===== config.mk =====
export PLATFORM = sky130hd
export DESIGN_NAME = can_rx_drain_flat
export DESIGN_NICKNAME = d
export VERILOG_FILES = /design/src/rtl/can_rx_drain_if.sv /design/src/rtl/can_rx_drain.sv /design/src/flat_wrapper.sv
export SDC_FILE = /design/constraint.sdc
export NUM_CORES = 1
export LEC_CHECK = 0
export CAP_MARGIN = 25
export CORE_MARGIN = 5
export CORE_UTILIZATION = 57
export CTS_CLUSTER_DIAMETER = 80
export DETAILED_ROUTE_END_ITERATION = 8
export PLACE_DENSITY = 0.81
export SKIP_CTS_REPAIR_TIMING = 1
export SYNTH_ARGS = -nofsm -noshare
export SYNTH_HDL_FRONTEND = slang
export SYNTH_SLANG_ARGS = --single-unit

===== constraint.sdc =====
create_clock -name clk -period 22.4 [get_ports clk]
set_clock_uncertainty 0.15 [all_clocks]
set_input_delay 3.36 -clock clk [delete_from_list [all_inputs] [get_ports clk]]
set_output_delay 3.36 -clock clk [all_outputs]
set_load 0.02 [all_outputs]

===== src/rtl/can_rx_drain_if.sv =====
// can_rx_drain bus bundle: CPU peripheral port and CAN controller register port.
// slave = drain engine side, master = CPU/controller environment side.
interface can_rx_drain_if;
    logic        cpu_cs;
    logic [1:0]  cpu_rs;
    logic [3:0]  cpu_bytesel;
    logic [31:0] cpu_d;
    logic        cpu_ready;
    logic [31:0] cpu_q;
    logic        can_cs;
    logic [1:0]  can_rs;
    logic [3:0]  can_bytesel;
    logic [31:0] can_d;
    logic [31:0] can_q;

    modport slave (
        input  cpu_cs, cpu_rs, cpu_bytesel, cpu_d, can_q,
        output cpu_ready, cpu_q, can_cs, can_rs, can_bytesel, can_d
    );

    modport master (
        output cpu_cs, cpu_rs, cpu_bytesel, cpu_d, can_q,
        input  cpu_ready, cpu_q, can_cs, can_rs, can_bytesel, can_d
    );
endinterface


===== src/rtl/can_rx_drain.sv =====
// CAN receive drain: polls the controller DLC/flags register, bursts whole
// frames (DLC, DATA0, DATA1, ID last) into a FIFO the CPU dequeues.
// Ports: clk, reset (async, active-high), en, bus (CPU/CAN register bundle),
//   frame_valid/id/ctl/d0/d1 (FIFO head), frame_pop, level, irq.
module can_rx_drain #(
    parameter int DEPTH    = 4,
    parameter int POLL_DIV = 64
) (
    input  logic                       clk,
    input  logic                       reset,
    input  logic                       en,
    can_rx_drain_if.slave              bus,
    output logic                       frame_valid,
    output logic [31:0]                frame_id,
    output logic [15:0]                frame_ctl,
    output logic [31:0]                frame_d0,
    output logic [31:0]                frame_d1,
    input  logic                       frame_pop,
    output logic [$clog2(DEPTH):0]     level,
    output logic                       irq
);
    localparam int AW = $clog2(DEPTH);
    localparam int LW = AW + 1;
    localparam int CW = 10;
    localparam logic [CW-1:0] RELOAD   = CW'(POLL_DIV);
    localparam logic [LW-1:0] FULL_LVL = LW'(DEPTH);

    typedef enum logic [2:0] {
        WAIT,
        POLL,
        RD0,
        RD1,
        RDID
    } state_t;

    state_t        state;
    logic [CW-1:0] cnt;
    logic [15:0]   ctl_r;
    logic [31:0]   d0_r;
    logic [31:0]   d1_r;

    logic [31:0]   mem_id  [DEPTH];
    logic [15:0]   mem_ctl [DEPTH];
    logic [31:0]   mem_d0  [DEPTH];
    logic [31:0]   mem_d1  [DEPTH];
    logic [AW-1:0] wr_ptr;
    logic [AW-1:0] rd_ptr;
    logic [LW-1:0] count;

    logic full;
    logic push;
    logic pop;

    assign full = (count == FULL_LVL);
    assign push = (state == RDID);
    assign pop  = frame_pop && (count != '0);

    always_ff @(posedge clk or posedge reset) begin
        if (reset) begin
            state  <= WAIT;
            cnt    <= RELOAD;
            ctl_r  <= '0;
            d0_r   <= '0;
            d1_r   <= '0;
            wr_ptr <= '0;
            rd_ptr <= '0;
            count  <= '0;
            for (int i = 0; i < DEPTH; i++) begin
                mem_id[i]  <= '0;
                mem_ctl[i] <= '0;
                mem_d0[i]  <= '0;
                mem_d1[i]  <= '0;
            end
        end else begin
            unique case (state)
                WAIT: begin
                    // The edge that would bring the counter to 0 starts the
                    // poll, giving exactly POLL_DIV idle clocks between polls.
                    if (!en) begin
                        cnt <= RELOAD;
                    end else if (cnt > CW'(1)) begin
                        cnt <= cnt - 1'b1;
                    end else if (bus.cpu_cs) begin
                        cnt <= '0;
                    end else begin
                        state <= POLL;
                    end
                end
                POLL: begin
                    ctl_r <= bus.can_q[15:0];
                    if (bus.can_q[6] && !full) begin
                        state <= RD0;
                    end else begin
                        state <= WAIT;
                        cnt   <= RELOAD;
                    end
                end
                RD0: begin
                    d0_r  <= bus.can_q;
                    state <= RD1;
                end
                RD1: begin
                    d1_r  <= bus.can_q;
                    state <= RDID;
                end
                RDID: begin
                    state <= WAIT;
                    cnt   <= RELOAD;
                end
                default: begin
                    state <= WAIT;
                    cnt   <= RELOAD;
                end
            endcase

            // ID is read last because that read clears the controller flags.
            if (push) begin
                mem_id[wr_ptr]  <= bus.can_q;
                mem_ctl[wr_ptr] <= ctl_r;
                mem_d0[wr_ptr]  <= d0_r;
                mem_d1[wr_ptr]  <= d1_r;
                wr_ptr          <= wr_ptr + 1'b1;
            end
            if (pop) begin
                rd_ptr <= rd_ptr + 1'b1;
            end
            case ({push, pop})
                2'b10:   count <= count + 1'b1;
                2'b01:   count <= count - 1'b1;
                default: count <= count;
            endcase
        end
    end

    always_comb begin
        bus.can_cs      = 1'b1;
        bus.can_rs      = 2'b00;
        bus.can_bytesel = 4'b0000;
        bus.can_d       = '0;
        bus.cpu_ready   = 1'b0;
        unique case (state)
            WAIT: begin
                bus.can_cs      = bus.cpu_cs;
                bus.can_rs      = bus.cpu_rs;
                bus.can_bytesel = bus.cpu_bytesel;
                bus.can_d       = bus.cpu_d;
                bus.cpu_ready   = bus.cpu_cs;
            end
            POLL:    bus.can_rs = 2'b01;
            RD0:     bus.can_rs = 2'b10;
            RD1:     bus.can_rs = 2'b11;
            default: bus.can_rs = 2'b00;
        endcase
    end

    assign bus.cpu_q   = bus.can_q;
    assign frame_valid = (count != '0);
    assign frame_id    = mem_id[rd_ptr];
    assign frame_ctl   = mem_ctl[rd_ptr];
    assign frame_d0    = mem_d0[rd_ptr];
    assign frame_d1    = mem_d1[rd_ptr];
    assign level       = count;
    assign irq         = en && frame_valid;
endmodule


===== src/flat_wrapper.sv =====
// flat-port wrapper written by rule: the top's interface ports become plain ports
module can_rx_drain_flat 
#(
    parameter int DEPTH    = 4,
    parameter int POLL_DIV = 64
)
  (clk, reset, en, frame_valid, frame_id, frame_ctl, frame_d0, frame_d1, frame_pop, level, irq, bus_cpu_cs, bus_cpu_rs, bus_cpu_bytesel, bus_cpu_d, bus_can_q, bus_cpu_ready, bus_cpu_q, bus_can_cs, bus_can_rs, bus_can_bytesel, bus_can_d);
  can_rx_drain_if bus_i ();
  input  logic clk;
  input  logic reset;
  input  logic en;
  output logic frame_valid;
  output logic [31:0] frame_id;
  output logic [15:0] frame_ctl;
  output logic [31:0] frame_d0;
  output logic [31:0] frame_d1;
  input  logic frame_pop;
  output logic [$clog2(DEPTH):0] level;
  output logic irq;
  input wire logic [$bits(bus_i.cpu_cs)-1:0] bus_cpu_cs;
  input wire logic [$bits(bus_i.cpu_rs)-1:0] bus_cpu_rs;
  input wire logic [$bits(bus_i.cpu_bytesel)-1:0] bus_cpu_bytesel;
  input wire logic [$bits(bus_i.cpu_d)-1:0] bus_cpu_d;
  input wire logic [$bits(bus_i.can_q)-1:0] bus_can_q;
  output wire logic [$bits(bus_i.cpu_ready)-1:0] bus_cpu_ready;
  output wire logic [$bits(bus_i.cpu_q)-1:0] bus_cpu_q;
  output wire logic [$bits(bus_i.can_cs)-1:0] bus_can_cs;
  output wire logic [$bits(bus_i.can_rs)-1:0] bus_can_rs;
  output wire logic [$bits(bus_i.can_bytesel)-1:0] bus_can_bytesel;
  output wire logic [$bits(bus_i.can_d)-1:0] bus_can_d;
  assign bus_i.cpu_cs = bus_cpu_cs;
  assign bus_i.cpu_rs = bus_cpu_rs;
  assign bus_i.cpu_bytesel = bus_cpu_bytesel;
  assign bus_i.cpu_d = bus_cpu_d;
  assign bus_i.can_q = bus_can_q;
  assign bus_cpu_ready = bus_i.cpu_ready;
  assign bus_cpu_q = bus_i.cpu_q;
  assign bus_can_cs = bus_i.can_cs;
  assign bus_can_rs = bus_i.can_rs;
  assign bus_can_bytesel = bus_i.can_bytesel;
  assign bus_can_d = bus_i.can_d;
  can_rx_drain #(.DEPTH(DEPTH), .POLL_DIV(POLL_DIV)) u_core (.clk(clk), .reset(reset), .en(en), .bus(bus_i), .frame_valid(frame_valid), .frame_id(frame_id), .frame_ctl(frame_ctl), .frame_d0(frame_d0), .frame_d1(frame_d1), .frame_pop(frame_pop), .level(level), .irq(irq));
endmodule

==> results.cfg, run 1 <==
[logic_synthesis]
synth-adder-area-share = 0.004474
synth_top_area_share = 0.5691
synth_top_family_by_area = multiplexers
synth_cell_type_count = 53
yosysWarnings = 0
synth.largest_area_cell = dfrtp_1
synthSimpleGateAreaFrac = 0.02289
synth_xor_area_frac = 0.002549
synth_area_sq_um = 24050
synthArstFlopShare = 1.000
synth_compound_area_frac = 0.007699
ys_seq_elements = 548
synth_area_leaders = dfrtp_1 57%, mux2_2 23%, mux4_2 10%
synth_top_flop_cell = dfrtp_1
synthMuxAreaShare = 0.3529
syn_area_per_cell_sq_um = 16.55
postSynthCellCount = 1453
synth-seq-area-share = 0.5702
synth_edf_count = 0
synth_nets = 1536

[timing]
rsz0062_at_grt = no
maxSlewHeadroom = 0.2874
period_share = 0.3793
worstMarginPinSlew_ps = 1069
setup-tns-final_ps = 0
clock.fmax_mhz = 117.7
holdWs_ps = 319.1
period_needed_ps = 8495
hold_violations = 0
finalMaxSlewViolations = 0
setup_viol = 0

[cts]
tritoncts = yes
clock_latency_ps = 590
cts_sinks = 548
root_buffer = clkbuf_16
htreeDepth = 2
clockBufferDepth = 3
clkTransAtPathRegs_ps = 60
cts_made_buffers = 55

[status]
status = finished clean

[routing]
drc = 0
top_layer = met4
antenna_left = 0
drtPass1Iterations = 5
first_iter_violations = 599
vias = 13300
wl_met3_mm = 2.494
wl_mm = 52.98
viasPerCell = 5.904
post_drt_wl_per_cell_um = 23.51
dr_wl_met2_mm = 27.00
drt-met1-wl_mm = 22.27

[floorplanning]
fp.dieW_um = 215.4
die_h_um = 215.4
core_sq_um = 41850
start_util = 0.5747
rows = 75
dieArea_sq_um = 46410
num_io_pins = 264

[worst_setup_path]
crit_chain = clkdlybuf4s50_1 > clkdlybuf4s50_1
slowest_stage = clkdlybuf4s50_1
slowest_delay_ps = 820
cpMostUsedCell = clkdlybuf4s50_1
start_kind = input port
regToRegSetupSlack_ps = 18840
r2r_start = u_core.state[2]
cp.required_ps = 18890
crit_family = buffers and inverters
worstPathMaxFanout = 8
crit_arrival_ps = 4990
crit_type = input port to output port
ff2ff_path_depth = 5
critPathCaptureType = output port
worst-path-buf-inv = 2
rr_endpoint = u_core.mem_d0[16]

[finish]
fillers = 2821
drive_above_1_share = 0.4358
final_nets = 1752
syn2layout_area_growth_pct = 19.27
post-route-util = 0.6854
n_antenna_cell = 0

[placement]
gp_congestion = 0.8021
hpwl_mm = 31.17
io_buffer_count = 263

[global_routing]
grt_pass1_vias = 14810
grt_max_degree = 204
grtUsageTotal = 0.2321
grt_pass1_wl_mm = 85.95
antenna_found_initial = 0
overflow = 0

[power_and_ir_drop]
vdd_drop_max_v = 0.00009556
pwr_density_cell_nw_per_um2 = 142.0
p_leak_nw = 13.03

[hold_path]
hold_class = flop to flop
hold_start = u_core.cnt[9]
holdPathEnd = u_core.cnt[9]
hold_path_depth = 1

[flow_run]
max_cap_viol_count = 0
## power by group
part	switching (mW)	internal, mW	leakage (nW)	total (mW)
Clock	0.386	0.587	0.968	0.972
Combinational	0.635	0.821	4.84	1.46
Sequential	0.289	1.36	7.23	1.64
## stage by stage
step,std cells,setup slack [ps],cell area (sq um),power [mW]
2_1_floorplan,1453,3571,24050,2.547
3_3_place_gp,2148,13930,26660,3.054
3_5_place_dp,2149,13930,26690,3.118
4_1_cts,2251,13920,28640,4.110
5_1_grt,2253,13860,28690,4.285
6_report,2253,13900,28690,4.072
## registers in the layout (all words and copies together) (netlist names), 3 cells and up
register,cells
u_core.mem_d1,128
u_core.mem_d0,128
u_core.ctl_r,16
u_core.d1_r,32
u_core.state,3
u_core.level,3
u_core.d0_r,32
u_core.mem_id,128
u_core.mem_ctl,64
u_core.cnt,10
## cell families after synthesis
kind of cell | count (synthesis)
buf+inv | 139
compound gates | 24
mux | 642
fa+ha+maj | 8
flops | 548
simple gates | 85
xor+xnor | 7
## cell type report
class	count	area (sq um)	share of cell area
Tap cell	539	674.4	0.02351
Multi-Input combinational cell	766	9424	0.3285
Clock inverter	24	329.1	0.01147
Inverter	14	60.06	0.002094
Clock buffer	78	1623	0.05657
Sequential cell	548	13720	0.4783
Timing Repair Buffer	284	2855	0.09953
## cell usage after synthesis (all sizes together) (2+ instances only)
cell type,number
xor2,3
a211oi,2
nor4,2
or3,3
or4,2
and3,2
buf,110
and2,44
nor2,7
a21oi,4
nor2b,2
o31ai,2
ha,7
nand2b,2
a221o,3
o21ai,4
inv,14
a22o,2
dfrtp,547
nand2,6
clkbuf,15
mux2,529
nor3,7
xnor2,4
mux4,112
## routing by layer
layer	GRT usage	up-vias
met5	0	-
met4	0.05931	0
met3	0.04386	82
met2	0.3954	280
met1	0.3129	7199
li1	-	5740
## worst max path at each step
stage	startpoint	end	depth (start not counted)
after floorplan	reset	u_core.cnt[0]	1
after global placement	bus_can_q[10]	bus_cpu_q[10]	2
after detailed placement	bus_can_q[10]	bus_cpu_q[10]	2
after CTS	bus_can_q[10]	bus_cpu_q[10]	2
after global routing	bus_can_q[10]	bus_cpu_q[10]	2
final	bus_can_q[10]	bus_cpu_q[10]	2
## cell usage in the layout (no fill, tap or decap), types with 3 or more instances in the layout
master / count
clkbuf_1: 7
a21oi_1: 4
nand2_1: 5
mux4_2: 112
clkbuf_16: 55
clkdlybuf4s50_1: 263
and2_1: 39
and2_4: 4
clkinv_2: 11
xor2_1: 3
ha_1: 7
mux2_2: 497
clkbuf_8: 16
a221o_1: 3
nor3_4: 3
inv_1: 12
dfrtp_1: 545
bufinv_16: 7
o21ai_0: 4
buf_4: 17
nor3_1: 3
nor2_1: 7
mux2_1: 32
xnor2_1: 4
No activity file was read; power rests on OpenSTA's default activity.
==> run 2, diff against run 1 <==
==> constraint.sdc (replaced) <==
create_clock -name clk -period 8.5 [get_ports clk]
set_clock_uncertainty 0.15 [all_clocks]
set_input_delay 1.275 -clock clk [delete_from_list [all_inputs] [get_ports clk]]
set_output_delay 1.275 -clock clk [all_outputs]
set_load 0.02 [all_outputs]
==> results.cfg, run 2 (synthesis gave the netlist of run 1 again) <==
[placement]
io_buffer_count = 263
placed_cells = 2146
hpwl_mm = 30.76
placed_cell_area_sq_um = 26680
gp_congestion = 0.7670

[finish]
reg_top3 = u_core.mem_d0 (128), u_core.mem_d1 (128), u_core.mem_id (128)
final_nets = 1749
regArea_sq_um = 13720
drive_above_1_share = 0.4342
final_cell_area_sq_um = 28620
mostFrequentLayoutCell = dfrtp_1
multiInputGateArea_sq_um = 9424
syn2layout_area_growth_pct = 18.98
mostFrequentLayoutCells = 545 x dfrtp_1, 497 x mux2_2, 263 x clkdlybuf4s50_1
instances_no_fill = 2250
n_antenna_cell = 0
fillers = 2781

[cts]
clock_latency_ps = 600
htreeDepth = 2
clockBufferDepth = 3
cts_sinks = 548
root_buffer = clkbuf_16
clkTransAtPathRegs_ps = 60
cts_made_buffers = 55
tritoncts = yes

[global_routing]
grtUsageTotal = 0.2275
grt_pass1_wl_mm = 84.45
antenna_found_initial = 0
overflow = 0
grt_max_degree = 172
grt_pass1_vias = 14830

[routing]
vias = 13050
first_iter_violations = 812
drc = 0
drtPass1Iterations = 4
top_layer = met4
dr_wl_met2_mm = 26.49
post_drt_wl_per_cell_um = 23.07
drt-met1-wl_mm = 21.66
wl_met3_mm = 2.554
antenna_left = 0
viasPerCell = 5.798
wl_mm = 51.91

[timing]
rsz0062_at_grt = no
setup_viol = 0
finalMaxSlewViolations = 0
period_needed_ps = 4961
hold_violations = 0
period_share = 0.5836
worstMarginPinSlew_ps = 1016
maxSlewHeadroom = 0.3229
clock.fmax_mhz = 201.6

[floorplanning]
rows = 75
fp.dieW_um = 215.4
num_io_pins = 264
dieArea_sq_um = 46410
start_util = 0.5747
die_h_um = 215.4
core_sq_um = 41850

[power_and_ir_drop]
pwr_density_cell_nw_per_um2 = 369.4
vdd_drop_max_v = 0.0002513
p_leak_nw = 12.99
p_total_mw = 10.57

[hold_path]
hold_class = flop to flop

[worst_setup_path]
critPathCaptureType = output port
endpoint = frame_ctl[15]
crit_type = flop to output port
rr_endpoint = u_core.mem_ctl[54]
ff2ff_path_depth = 5
crit_path_start = u_core.rd_ptr[1]
cp.required_ps = 7070
start_kind = flop
worstPathMaxFanout = 59
regToRegSetupSlack_ps = 4910
r2r_start = u_core.state[2]
crit_arrival_ps = 3540

[flow_run]
max_cap_viol_count = 0

[status]
status = finished clean
-- run 2: cell count changes in the layout (fill, tap and decap cells not counted), moves of 2 or more --
| cell | delta |
|---|---|
| buf_12 | +2 |
| buf_4 | -5 |
| bufinv_16 | -4 |
| clkbuf_8 | +3 |
| inv_8 | -2 |
-- run 2: worst min path at each step --
stage                            startpoint                 to  slack [ps]  depth (start not counted)
after global routing      u_core.mem_id[17]  u_core.mem_id[17]         350                          1
final                     u_core.mem_id[17]  u_core.mem_id[17]         330                          1
after global placement        u_core.cnt[9]      u_core.cnt[9]         310                          1
after detailed placement  u_core.mem_id[20]  u_core.mem_id[20]         320                          1
after floorplan               u_core.cnt[9]      u_core.cnt[9]         290                          1
after CTS                 u_core.mem_id[20]  u_core.mem_id[20]         330                          1
-- run 2: power breakdown --
part | leakage (nW) | switching, mW | internal, mW | total [mW]
registers | 7.23 | 0.763 | 3.57 | 4.33
clock network | 0.937 | 1.00 | 1.46 | 2.46
logic | 4.83 | 1.61 | 2.17 | 3.77
total | 13.0 | 3.37 | 7.20 | 10.6
-- run 2: per-stage QoR --
step	hold WS, ps	utilization	worst slack (ps)	TNS (ps)
after CTS	333.6	0.6825	3465	0
final	331.2	0.6838	3539	0
after global routing	347.0	0.6838	3411	0
after detailed placement	320.8	0.6375	4110	0
after floorplan	292.1	-	-380.1	-207890
after global placement	305.4	0.6375	4132	0
-- run 2: critical path, stage by stage (launching register included) --
cell and delay [ps]:
dfrtp_4 1010, buf_4 850, mux4_2 420, clkdlybuf4s50_1 630
-- run 2: per-layer routing --
layer,vias up,track usage
li1,5717,-
met4,0,0.06358
met3,66,0.04793
met2,247,0.3849
met5,-,0
met1,7015,0.3032
-- run 2: cell type report --
cell class,instances,share of cell area
inverter,14,0.001967
timing repair buffer,281,0.09986
multi-input combinational,766,0.3293
tap,539,0.02357
sequential,548,0.4795
clock buffer,83,0.05916
clock inverter,19,0.006646
